[src/rtl/mcs4_pkg.sv]
// rtl/mcs4_pkg.sv - shared MCS-4 bus types and instruction-cycle phases
package mcs4;

  typedef logic [3:0]  char_t;
  typedef logic [7:0]  byte_t;
  typedef logic [11:0] addr_t;

  typedef enum logic [2:0] {
    A1 = 3'd0,
    A2 = 3'd1,
    A3 = 3'd2,
    M1 = 3'd3,
    M2 = 3'd4,
    X1 = 3'd5,
    X2 = 3'd6,
    X3 = 3'd7
  } instr_cyc_t;

  typedef enum logic {
    ST_IDLE = 1'b0,
    ST_RUN  = 1'b1
  } fetch_state_t;

endpackage

[src/rtl/mcs4_fetch_master.sv]
// rtl/mcs4_fetch_master.sv - MCS-4 instruction fetch master driving the ROM nibble bus
module mcs4_fetch_master
  import mcs4::*;
#(
  parameter addr_t RESET_PC = 12'h000
) (
  input  logic       clk,
  input  logic       rst_n,
  input  logic       run,
  input  logic       jump_req,
  input  addr_t      jump_addr,
  output logic       sync,
  output logic       cm_rom,
  output char_t      dbus_out,
  output logic       dbus_en,
  input  char_t      dbus_in,
  output logic       instr_valid,
  output byte_t      instr,
  output addr_t      instr_addr,
  output logic       busy
);

  fetch_state_t state, state_nxt;
  instr_cyc_t   phase, phase_nxt;
  addr_t        pc, pc_nxt;
  addr_t        jmp_addr_q;
  logic         jmp_pend;
  char_t        opr;
  logic         running;
  logic         pc_load;
  logic         has_jump;
  addr_t        jmp_target;

  assign running = (state == ST_RUN);

  // A request in the very cycle of the PC update wins over an older pending one.
  assign has_jump   = jump_req || jmp_pend;
  assign jmp_target = jump_req ? jump_addr : jmp_addr_q;
  assign pc_load    = (running && phase == X3) || (!running && run);
  assign pc_nxt     = has_jump ? jmp_target : (running ? pc + 12'd1 : pc);

  always_ff @(posedge clk or negedge rst_n) begin
    if (!rst_n) begin
      state      <= ST_IDLE;
      phase      <= A1;
      pc         <= RESET_PC;
      jmp_pend   <= 1'b0;
      jmp_addr_q <= '0;
      opr        <= '0;
      instr      <= '0;
      instr_addr <= '0;
    end else begin
      state <= state_nxt;
      phase <= phase_nxt;
      if (pc_load) begin
        pc       <= pc_nxt;
        jmp_pend <= 1'b0;
      end else if (jump_req) begin
        jmp_pend   <= 1'b1;
        jmp_addr_q <= jump_addr;
      end
      if (running && phase == M1) opr <= dbus_in;
      if (running && phase == M2) begin
        instr      <= {opr, dbus_in};
        instr_addr <= pc;
      end
    end
  end

  always_comb begin
    state_nxt = state;
    phase_nxt = phase;
    case (state)
      ST_IDLE: begin
        phase_nxt = A1;
        if (run) state_nxt = ST_RUN;
      end
      ST_RUN: begin
        if (phase == X3) begin
          phase_nxt = A1;
          if (!run) state_nxt = ST_IDLE;
        end else begin
          phase_nxt = instr_cyc_t'(phase + 3'd1);
        end
      end
      default: state_nxt = ST_IDLE;
    endcase
  end

  always_comb begin
    dbus_out = 4'h0;
    dbus_en  = 1'b0;
    if (running) begin
      case (phase)
        A1:      begin dbus_out = pc[3:0];  dbus_en = 1'b1; end
        A2:      begin dbus_out = pc[7:4];  dbus_en = 1'b1; end
        A3, X2:  begin dbus_out = pc[11:8]; dbus_en = 1'b1; end
        default: begin dbus_out = 4'h0;     dbus_en = 1'b0; end
      endcase
    end
  end

  assign sync        = running && (phase == X3);
  assign cm_rom      = running && (phase == A3 || phase == X2);
  assign instr_valid = running && (phase == X1);
  assign busy        = running;

endmodule

[config.mk]
export PLATFORM = sky130hd
export DESIGN_NAME = mcs4_fetch_master
export DESIGN_NICKNAME = d
export VERILOG_FILES = /design/src/rtl/mcs4_pkg.sv /design/src/rtl/mcs4_fetch_master.sv
export SDC_FILE = /design/constraint.sdc
export NUM_CORES = 1
export LEC_CHECK = 0
export CAP_MARGIN = 20
export CORE_ASPECT_RATIO = 0.9
export CORE_MARGIN = 5
export CORE_UTILIZATION = 47
export DETAILED_ROUTE_END_ITERATION = 7
export GPL_TIMING_DRIVEN = 0
export PLACE_DENSITY = 0.75
export SLEW_MARGIN = 10
export SYNTH_ARGS = -nofsm -noshare
export SYNTH_HDL_FRONTEND = slang
export SYNTH_SLANG_ARGS = --single-unit
[constraint.sdc]
create_clock -name clk -period 2.2 [get_ports clk]
set_clock_uncertainty 0.15 [all_clocks]
set_input_delay 0.44 -clock clk [delete_from_list [all_inputs] [get_ports clk]]
set_output_delay 0.44 -clock clk [all_outputs]
set_load 0.01 [all_outputs]
## Word-level counts from Yosys, hierarchy flattened

Cells that the tools add are included.

| word-level totals | value |
|---|---|
| flip-flop bits (word level) | 53 |
| input bits | 20 |
| output and inout bits | 29 |
| word-level logic and storage cells | 48 |

| operators by class | value |
|---|---|
| add/subtract/negate cells | 2 |
| equality and inequality tests | 7 |
| multiplexer cells | 14 |
| bitwise logic cells | 1 |
| reductions and logical operators | 16 |

Operator list:

| operator | number |
|---|---|
| 2-to-1 mux 12 bit | 3 |
| adder 12 x 1 -> 12 bit (second input constant) | 1 |
| equality test 3 bit (second input constant) | 4 |
| one-hot mux 4 bit (3 select lines) | 1 |
| equality test 3 x 2 -> 1 bit (second input constant) | 2 |
| logical AND 1 bit | 6 |
| 2-to-1 mux 1 bit | 6 |
| one-hot mux 3 bit (2 select lines) | 1 |
| 2-to-1 mux 4 bit | 1 |
| nonzero test 2 bit | 2 |
| OR reduction 4 bit | 1 |
| adder 3 x 1 -> 3 bit (second input constant) | 1 |
| equality test 3 x 1 -> 1 bit (second input constant) | 1 |
| logical NOT 3 bit | 1 |
| logical OR 1 bit | 3 |
| 2-to-1 mux 3 bit | 1 |
| one-hot mux 1 bit (2 select lines) | 1 |
| AND reduction 2 bit | 1 |
| OR reduction 2 bit | 1 |
| logical NOT 1 bit | 1 |
| NOT 1 bit | 1 |

## Logic depth before layout (Yosys ltp)

Gate-level depths: netlist of the first run.

| logic depth | value |
|---|---|
| word-level depth | 4 |
| depth in mapped cells | 9 |
| gate-level depth less buffers | 6 |

## Worst setup path after synthesis of the first run

OpenSTA, ideal clock, no wires.

| timing | value |
|---|---|
| path type | register to register |
| start point | reg phase[0] |
| end point | reg jmp_addr_q[10] |
| library setup time | 0.125 ns |
| data arrival time | 1.968 ns |
| required time | 1.925 ns |
| path slack | -0.043 ns |
| cell stages (with the launch flop) | 9 |
| buffers on the path | 3 |
| period minus slack after synthesis | 2.243 ns |
| path through | dfrtp_1 > ha_1 > ha_1 > and2_4 > buf_6 > or3_1 > buf_6 > buf_8 > mux2_4 |

| between the ends | value |
|---|---|
| longest elaborated chain between the ends | 3 |

Ends and longest elaborated chain:

| item | line | text |
|---|---|---|
| start: declaration | mcs4_fetch_master.sv:24 | `instr_cyc_t phase, phase_nxt;` |
| start signal: assignment | mcs4_fetch_master.sv:54 | `phase <= phase_nxt;` |
| equality test 3 bit | -- |  |
| logical AND 1 bit | -- |  |
| via sync | mcs4_fetch_master.sv:12 | `output logic sync,` |
| logical OR 1 bit | mcs4_fetch_master.sv:39 | `assign pc_load = (running && phase == X3) \|\| (!running && run);` |
| end signal: assignment | mcs4_fetch_master.sv:60 | `jmp_addr_q <= jump_addr;` |
| end: declaration | mcs4_fetch_master.sv:26 | `addr_t jmp_addr_q;` |

The timed path passes the listed nets, and every way through them passes these cells.
A chain may end at the register's enable or synchronous reset.

## Worst setup path after layout of the first run

| timing | value |
|---|---|
| start point | reg phase[0] |
| end point | out dbus_out[3] |

| between the ends | value |
|---|---|
| longest elaborated chain between the ends | 4 |
| elaborated cells on any way between the ends | 7 |
| those cells by class | eq/ne (3); mux (2); reduce/logical (2) |

Ends and longest elaborated chain:

| item | line | text |
|---|---|---|
| equality test 3 x 2 -> 1 bit / equality test 3 bit (equally long branches) | mcs4_fetch_master.sv:94 | `case (phase)` |
| OR reduction 2 bit | mcs4_fetch_master.sv:94 |  |
| one-hot mux 4 bit (3 select lines) * | mcs4_fetch_master.sv:94 |  |
| 2-to-1 mux 4 bit * | mcs4_fetch_master.sv:93 | `if (running) begin` |
| end: declaration | mcs4_fetch_master.sv:14 | `output char_t dbus_out,` |

Mark *: on every way between the ends. The rest lies on a longest branch, timed or not.

==> metrics.txt, run 1 <==
run status=finished with violations; violations in the final reports=negative hold slack, negative setup slack; Post-synth EDFFs=0; FF-to-FF Start=phase[0]$_DFF_PN0_; largest net degree at the start of global routing=29; Placer Congestion=around 0.84; CTS root buffer=clkbuf_8; drt pass-1 iters=5; CTS clock-pin slew for the worst setup and hold paths=100 ps; Core Box Area=between 5000 and 6000 µm²; final std cells w/o fill=~370; gr ovfl total=0; largest family of logic cells by synthesized area=multiplexers; Pwr Total=about 4900 µW; initial antenna violation count=0; Setup WS post-layout=-47.0 ps; vias in the first global route=around 2100; setup TNS=-81.9 ps; vias per cell=around 5.6; Final #Nets=roughly 330; Tcrit/Tclk final=102%; Pleak=approximately 0.0015 µW; flop2flop setup slack=0 ps; all-layer global routing usage=between 10% and 20%; CP Capture Type=output port; Synth Area in Compound Gates=a little over an eighth; Async S/R FF share, synth=between 90% and 100%; WL/cell=roughly 17 µm; post-route ant nets=0; Netlist cell types=43; Rows=25; post-synthesis mux area share=16.5%; Final Hold Fails=12; synthesized area=2620 µm²; vias post-DR=2056; Cells after Synth=approximately 240; DP HPWL=~4500 µm; Initial Util=between 40% and 50%; Most used DFF post-synth=dfrtp_1; worst min path class=in -> async; Data arrival, critical path=~1700 ps; initial drt markers=between 150 and 200; count of input and output buffers=47; first-pass GRT wire length=10600 µm; # fillers=between 400 and 500; Routed WL=approximately 6400 µm; clock latency on the worst-skew pair=between 300 and 400 ps; share of layout cells above drive strength 1=27.2%; WP data required=around 1600 ps; n_diodes=0; final worst path period need=~2200 ps; Hold Buf Count CTS=0; Num CTS Buffers=5; CP Class=reg -> out; Setup crit start kind=flop; dpl cells=350; Layout area overhead=31.3%; Max-Cap Viols=0; Synth Area in XOR/XNOR=0%; die area=between 7000 and 8000 µm²; Slew headroom=57.2%; Adder-Cell Fraction of Synth Area=roughly 3.3%; Fmax=between 400 and 500 MHz; Tightest Pin Transition=641 ps; cell depth of the worst flop-to-flop path=7; CTS H-Tree Depth=2; Syn Area/Cell=11.2 µm²; CTS Buffer Depth=2; register area share after synthesis=50.6%; max-slew violations=0; RSZ-0062 raised after global routing=true; worst r2r dst=jmp_addr_q[4]$_DFFE_PN0N_; Worst Path Max Fanout=4; clock tree from TritonCTS=built; Seq cells post-synth=between 50 and 60; Post-Synth Simple-Gate Area=a little under an eighth; Syn. warnings=0; Die Span X=approximately 90 µm; syn nets=~260; # setup viols final=3; Die H=between 80 and 90 µm; PD cells=roughly 1400 nW/µm²; pre-CTS setup slack=-177 ps; DRC=0; IO Pins=49; Hold WS=-5.97 ps; Max VDD drop=around 1.0 mV; Clock Sink Count=between 50 and 60
-- logic make-up (layout without fill, tap and decap cells) --
logic type,after synthesis,after routing
AO/OA/AOI/OAI,52,52
flip-flops,53,53
AND/OR/NAND/NOR,63,63
adder cells (fa/ha/maj),7,7
buffers and inverters,24,90
multiplexers,36,36
-- critical path, cell delays in order, from the launching register on --
cell and delay, ps:
dfrtp_2 430, inv_2 80, ha_4 160, nor2b_4 130, a222oi_1 310, nor2_1 90, buf_2 150
-- what timing repair did --
action	CTS	global route
gates resized for setup	38	6
gates cloned	1	0
setup endpoints to repair	16	14
setup buffers	9	3
pin swaps	9	5
-- per-stage QoR --
stage / utilization [%] / instance area, µm²
CTS: 63.5 / 3400
finish: 64.4 / 3440
detailed placement: 59.9 / 3210
global placement: 59.6 / 3190
global route: 64.4 / 3440
floorplan: - / 2640
-- layout by cell type, fill, tap and decap left out, drive strengths merged --
cell,n
nor2,12
clkbuf,12
or3,1
nand3,6
nor3,1
dlygate4sd2,3
nand4,2
o21ai,12
o211a,1
nor4,2
o311ai,3
o22ai,2
o221ai,1
mux2i,3
buf,26
a21boi,1
a21oi,12
clkdlybuf4s50,38
nand2,23
nand2b,5
clkinvlp,1
a221oi,1
a211o,1
dfrtp,53
nor2b,5
inv,10
or2,2
a31o,1
and3,1
a222oi,4
a21o,1
and2,3
o211ai,4
ha,7
o31ai,3
mux2,33
a2bb2oi,2
a31oi,3
-- power by group --
| group | leakage, µW | total, µW | switching, µW | internal, µW |
|---|---|---|---|---|
| Combinational | 0.000844 | 2550 | 1170 | 1380 |
| Clock | 0.0000433 | 563 | 313 | 249 |
| Sequential | 0.000608 | 1810 | 374 | 1440 |
| Total | 0.00150 | 4930 | 1860 | 3070 |
-- Yosys cell counts, types with 4 or more instances --
cell,n,area share [%]
a21oi_1,12,2.3
a222oi_1,4,1.5
clkbuf_1,6,0.86
dfrtp_1,53,51
ha_1,7,3.3
inv_1,9,1.3
mux2_2,23,9.9
mux2_4,8,4.6
nand2_1,23,3.3
nand2b_1,5,1.2
nand3_1,6,1.1
nor2_1,12,1.7
nor2b_1,5,1.2
o211ai_1,4,1.1
o21ai_0,11,2.1
-- how the worst max path moves through the flow --
stage	slack, ps	endpoint	from	depth (start not counted)
2_1_floorplan	0.05	jmp_addr_q[10]$_DFFE_PN0N_	phase[1]$_DFF_PN0_	8
3_3_place_gp	-1040	jmp_addr_q[7]$_DFFE_PN0N_	rst_n	1
3_5_place_dp	-180	dbus_out[3]	phase[0]$_DFF_PN0_	6
4_1_cts	-70	dbus_out[3]	phase[1]$_DFF_PN0_	6
5_1_grt	-140	dbus_out[3]	phase[0]$_DFF_PN0_	6
6_report	-50	dbus_out[3]	phase[0]$_DFF_PN0_	6
-- sequential cells by signal, summed over array words and instances, names as in the netlist --
name and cells:
jmp_pend 1, instr_addr 12, jmp_addr_q 12, instr 8, pc 12, phase 3
busy 1, opr 4
-- layer usage --
| metal | up-vias | global-route usage [%] | routed length, µm |
|---|---|---|---|
| li1 | 968 | - | - |
| met1 | 1007 | 27.5 | 2870 |
| met2 | 73 | 30.4 | 3090 |
| met3 | 8 | 2.84 | 350 |
| met4 | 0 | 6.34 | 87 |
| met5 | - | 0 | 0 |
-- layout make-up --
class | count | area, µm² | share of cell area (%)
Buffer | 12 | 72.6 | 2.11
Inverter | 10 | 37.5 | 1.09
Tap cell | 67 | 83.8 | 2.44
Sequential cell | 53 | 1330 | 38.6
Clock buffer | 6 | 82.6 | 2.40
Multi-Input combinational cell | 158 | 1250 | 36.2
Clock inverter | 1 | 7.51 | 0.218
Timing Repair Buffer | 61 | 582 | 16.9
(Power assumes the default switching activity.)
==> inputs of run 2 (changes only) <==
--- a/config.mk
+++ b/config.mk
@@ -12,6 +12,7 @@
 export DETAILED_ROUTE_END_ITERATION = 7
 export GPL_TIMING_DRIVEN = 0
 export PLACE_DENSITY = 0.75
+export SKIP_CTS_REPAIR_TIMING = 1
 export SLEW_MARGIN = 10
 export SYNTH_ARGS = -nofsm -noshare
 export SYNTH_HDL_FRONTEND = slang
==> metrics.txt, run 2 (synthesis gave the netlist of run 1 again) <==
clock latency on the worst-skew pair=320 ps (was 310 ps); setup TNS=-121 ps (was -81.9 ps); Crit path max-delay family=flip-flops (unchanged); post-route ant nets=0 (unchanged); WL/cell=17.3 µm (was 17.4 µm); M2 GR Usage=28.3% (was 30.4%); Setup WS post-layout=-71.1 ps (was -47.0 ps); top flop regs=instr_addr (12), jmp_addr_q (12), pc (12) (unchanged); CP cell instances=ha_4 -> nor2b_4 -> a222oi_1 -> nor2_1 -> buf_2 (was inv_2 -> ha_4 -> nor2b_4 -> a222oi_1 -> nor2_1 -> buf_2); IO Pins=49 (unchanged); CTS Buffer Depth=2 (unchanged); Placer Congestion=0.841 (unchanged); placed cell area=3210 µm² (unchanged); max-slew violations=0 (unchanged); gr ovfl total=0 (unchanged); # fillers=440 (was 431); CTS clock-pin slew for the worst setup and hold paths=90 ps (was 100 ps); vias per cell=5.55 (was 5.59); gr busiest metal=met2 (unchanged); # setup viols final=3 (unchanged); Pleak=0.00148 µW (was 0.00150 µW); Worst Path Max Fanout=5 (was 4); pre-CTS setup slack=-177 ps (unchanged); Data arrival, critical path=1680 ps (was 1660 ps); CP Capture Type=output port (unchanged); Routed WL=6230 µm (was 6400 µm); CP Buf/Inv Count=1 (was 2); commonest non-fill, non-tap cell in the layout=dfrtp_1 (unchanged); Pwr Total=4830 µW (was 4930 µW); share of layout cells above drive strength 1=24.6% (was 27.2%); Rows=25 (unchanged); violations in the final reports=negative hold slack, negative setup slack (unchanged); Tightest Pin Transition=643 ps (was 641 ps); run status=finished with violations (unchanged); Core Box Area=5350 µm² (unchanged); final std cells w/o fill=360 (was 368); Hold WS=-9.88 ps (was -5.97 ps); Initial Util=49.0% (unchanged); Slowest cell on crit path=dfrtp_2 (unchanged); vias in the first global route=2029 (was 2082); Max-Cap Viols=0 (unchanged); DP HPWL=4490 µm (unchanged); commonest non-fill, non-tap cells in the layout=dfrtp_1 (51), clkdlybuf4s50_1 (38), nand2_1 (23), mux2_2 (23) (unchanged); CP Class=reg -> out (unchanged); all-layer global routing usage=18.3% (was 19.4%); first-pass GRT wire length=10100 µm (was 10600 µm); Num CTS Buffers=5 (unchanged); met3 Track Usage GR=2.84% (unchanged); DRC=0 (unchanged); Setup crit start kind=flop (unchanged); clock tree from TritonCTS=built (unchanged); Clock Sink Count=53 (unchanged); final worst path period need=2270 ps (was 2250 ps); PD cells=1430 nW/µm² (about the same); final cell area excluding filler cells=3390 µm² (was 3440 µm²); met1 Use GR=26.1% (was 27.5%); max incr delay on CP=490 ps (was 430 ps); Tcrit/Tclk final=103% (was 102%); Final #Nets=320 (was 328); Die H=80.9 µm (unchanged); die area=7170 µm² (unchanged); dpl cells=350 (unchanged); WP data required=1610 ps (about the same); count of input and output buffers=47 (unchanged); largest net degree at the start of global routing=29 (unchanged); n_diodes=0 (unchanged); drt pass-1 iters=4 (was 5); CTS H-Tree Depth=2 (unchanged); CTS root buffer=clkbuf_8 (unchanged); Die Span X=88.7 µm (unchanged); Slew headroom=57.1% (was 57.2%); Layout area overhead=29.4% (was 31.3%); initial drt markers=188 (was 159); initial antenna violation count=0 (unchanged); vias post-DR=1997 (was 2056); Fmax=440 MHz (was 445 MHz); Final Hold Fails=17 (was 12); Max VDD drop=0.968 mV (was 1.04 mV); worst min path class=in -> async (unchanged); RSZ-0062 raised after global routing=true (unchanged)
==> run 2: changes by cell type in the layout (fill, tap and decap cells not counted), sizes merged <==
cell / delta
buf: -13
clkbuf: +5
dlygate4sd2: -3
dlymetal6s2s: +3
==> run 2: metal layers <==
| metal | routed length (µm) | up-vias |
|---|---|---|
| li1 | - | 954 |
| met3 | 321 | 6 |
| met1 | 2890 | 990 |
| met4 | 70 | 0 |
| met5 | 0 | - |
| met2 | 2950 | 47 |
==> run 2: worst paths after layout <==
kind / start / end / slack, ps / depth (start not counted)
worst max-delay path: phase[0]$_DFF_PN0_ / dbus_out[3] / -70 / 5
worst min-delay path: rst_n / instr[7]$_DFFE_PN0P_ / -10 / 1
worst max register to register: phase[1]$_DFF_PN0_ / jmp_addr_q[5]$_DFFE_PN0N_ / 40 / 7
worst min register to register: jmp_addr_q[0]$_DFFE_PN0N_ / jmp_addr_q[0]$_DFFE_PN0N_ / 350 / 2
max in group asynchronous: rst_n / instr_addr[6]$_DFFE_PN0P_ / 1350 / 2
min in group clk: jmp_addr_q[0]$_DFFE_PN0N_ / jmp_addr_q[0]$_DFFE_PN0N_ / 350 / 2
==> run 2: final cells by class <==
type                    count  area, µm²  area share (%)
plain buffers              12       72.6            2.14
inverters                  10       40.0            1.18
well taps                  67       83.8            2.47
flip-flops and latches     53       1330            39.2
repair buffers             53        527            15.5
clock buffers               6       82.6            2.43
multi-input cells         158       1250            36.8
clock inverters             1       7.51           0.221
==> run 2: through the flow <==
step / utilization, % / hold slack, ps
CTS: 61.6 / 10.9
global placement: 59.6 / 321
global route: 63.4 / 39.1
finish: 63.4 / -9.88
detailed placement: 59.9 / 335
floorplan: - / -5.59
==> run 2: report_power, final <==
part	total (µW)	switching, µW	internal [µW]
combinational	2450	1130	1310
clock	571	321	249
sequential	1820	382	1440
total	4830	1840	3000
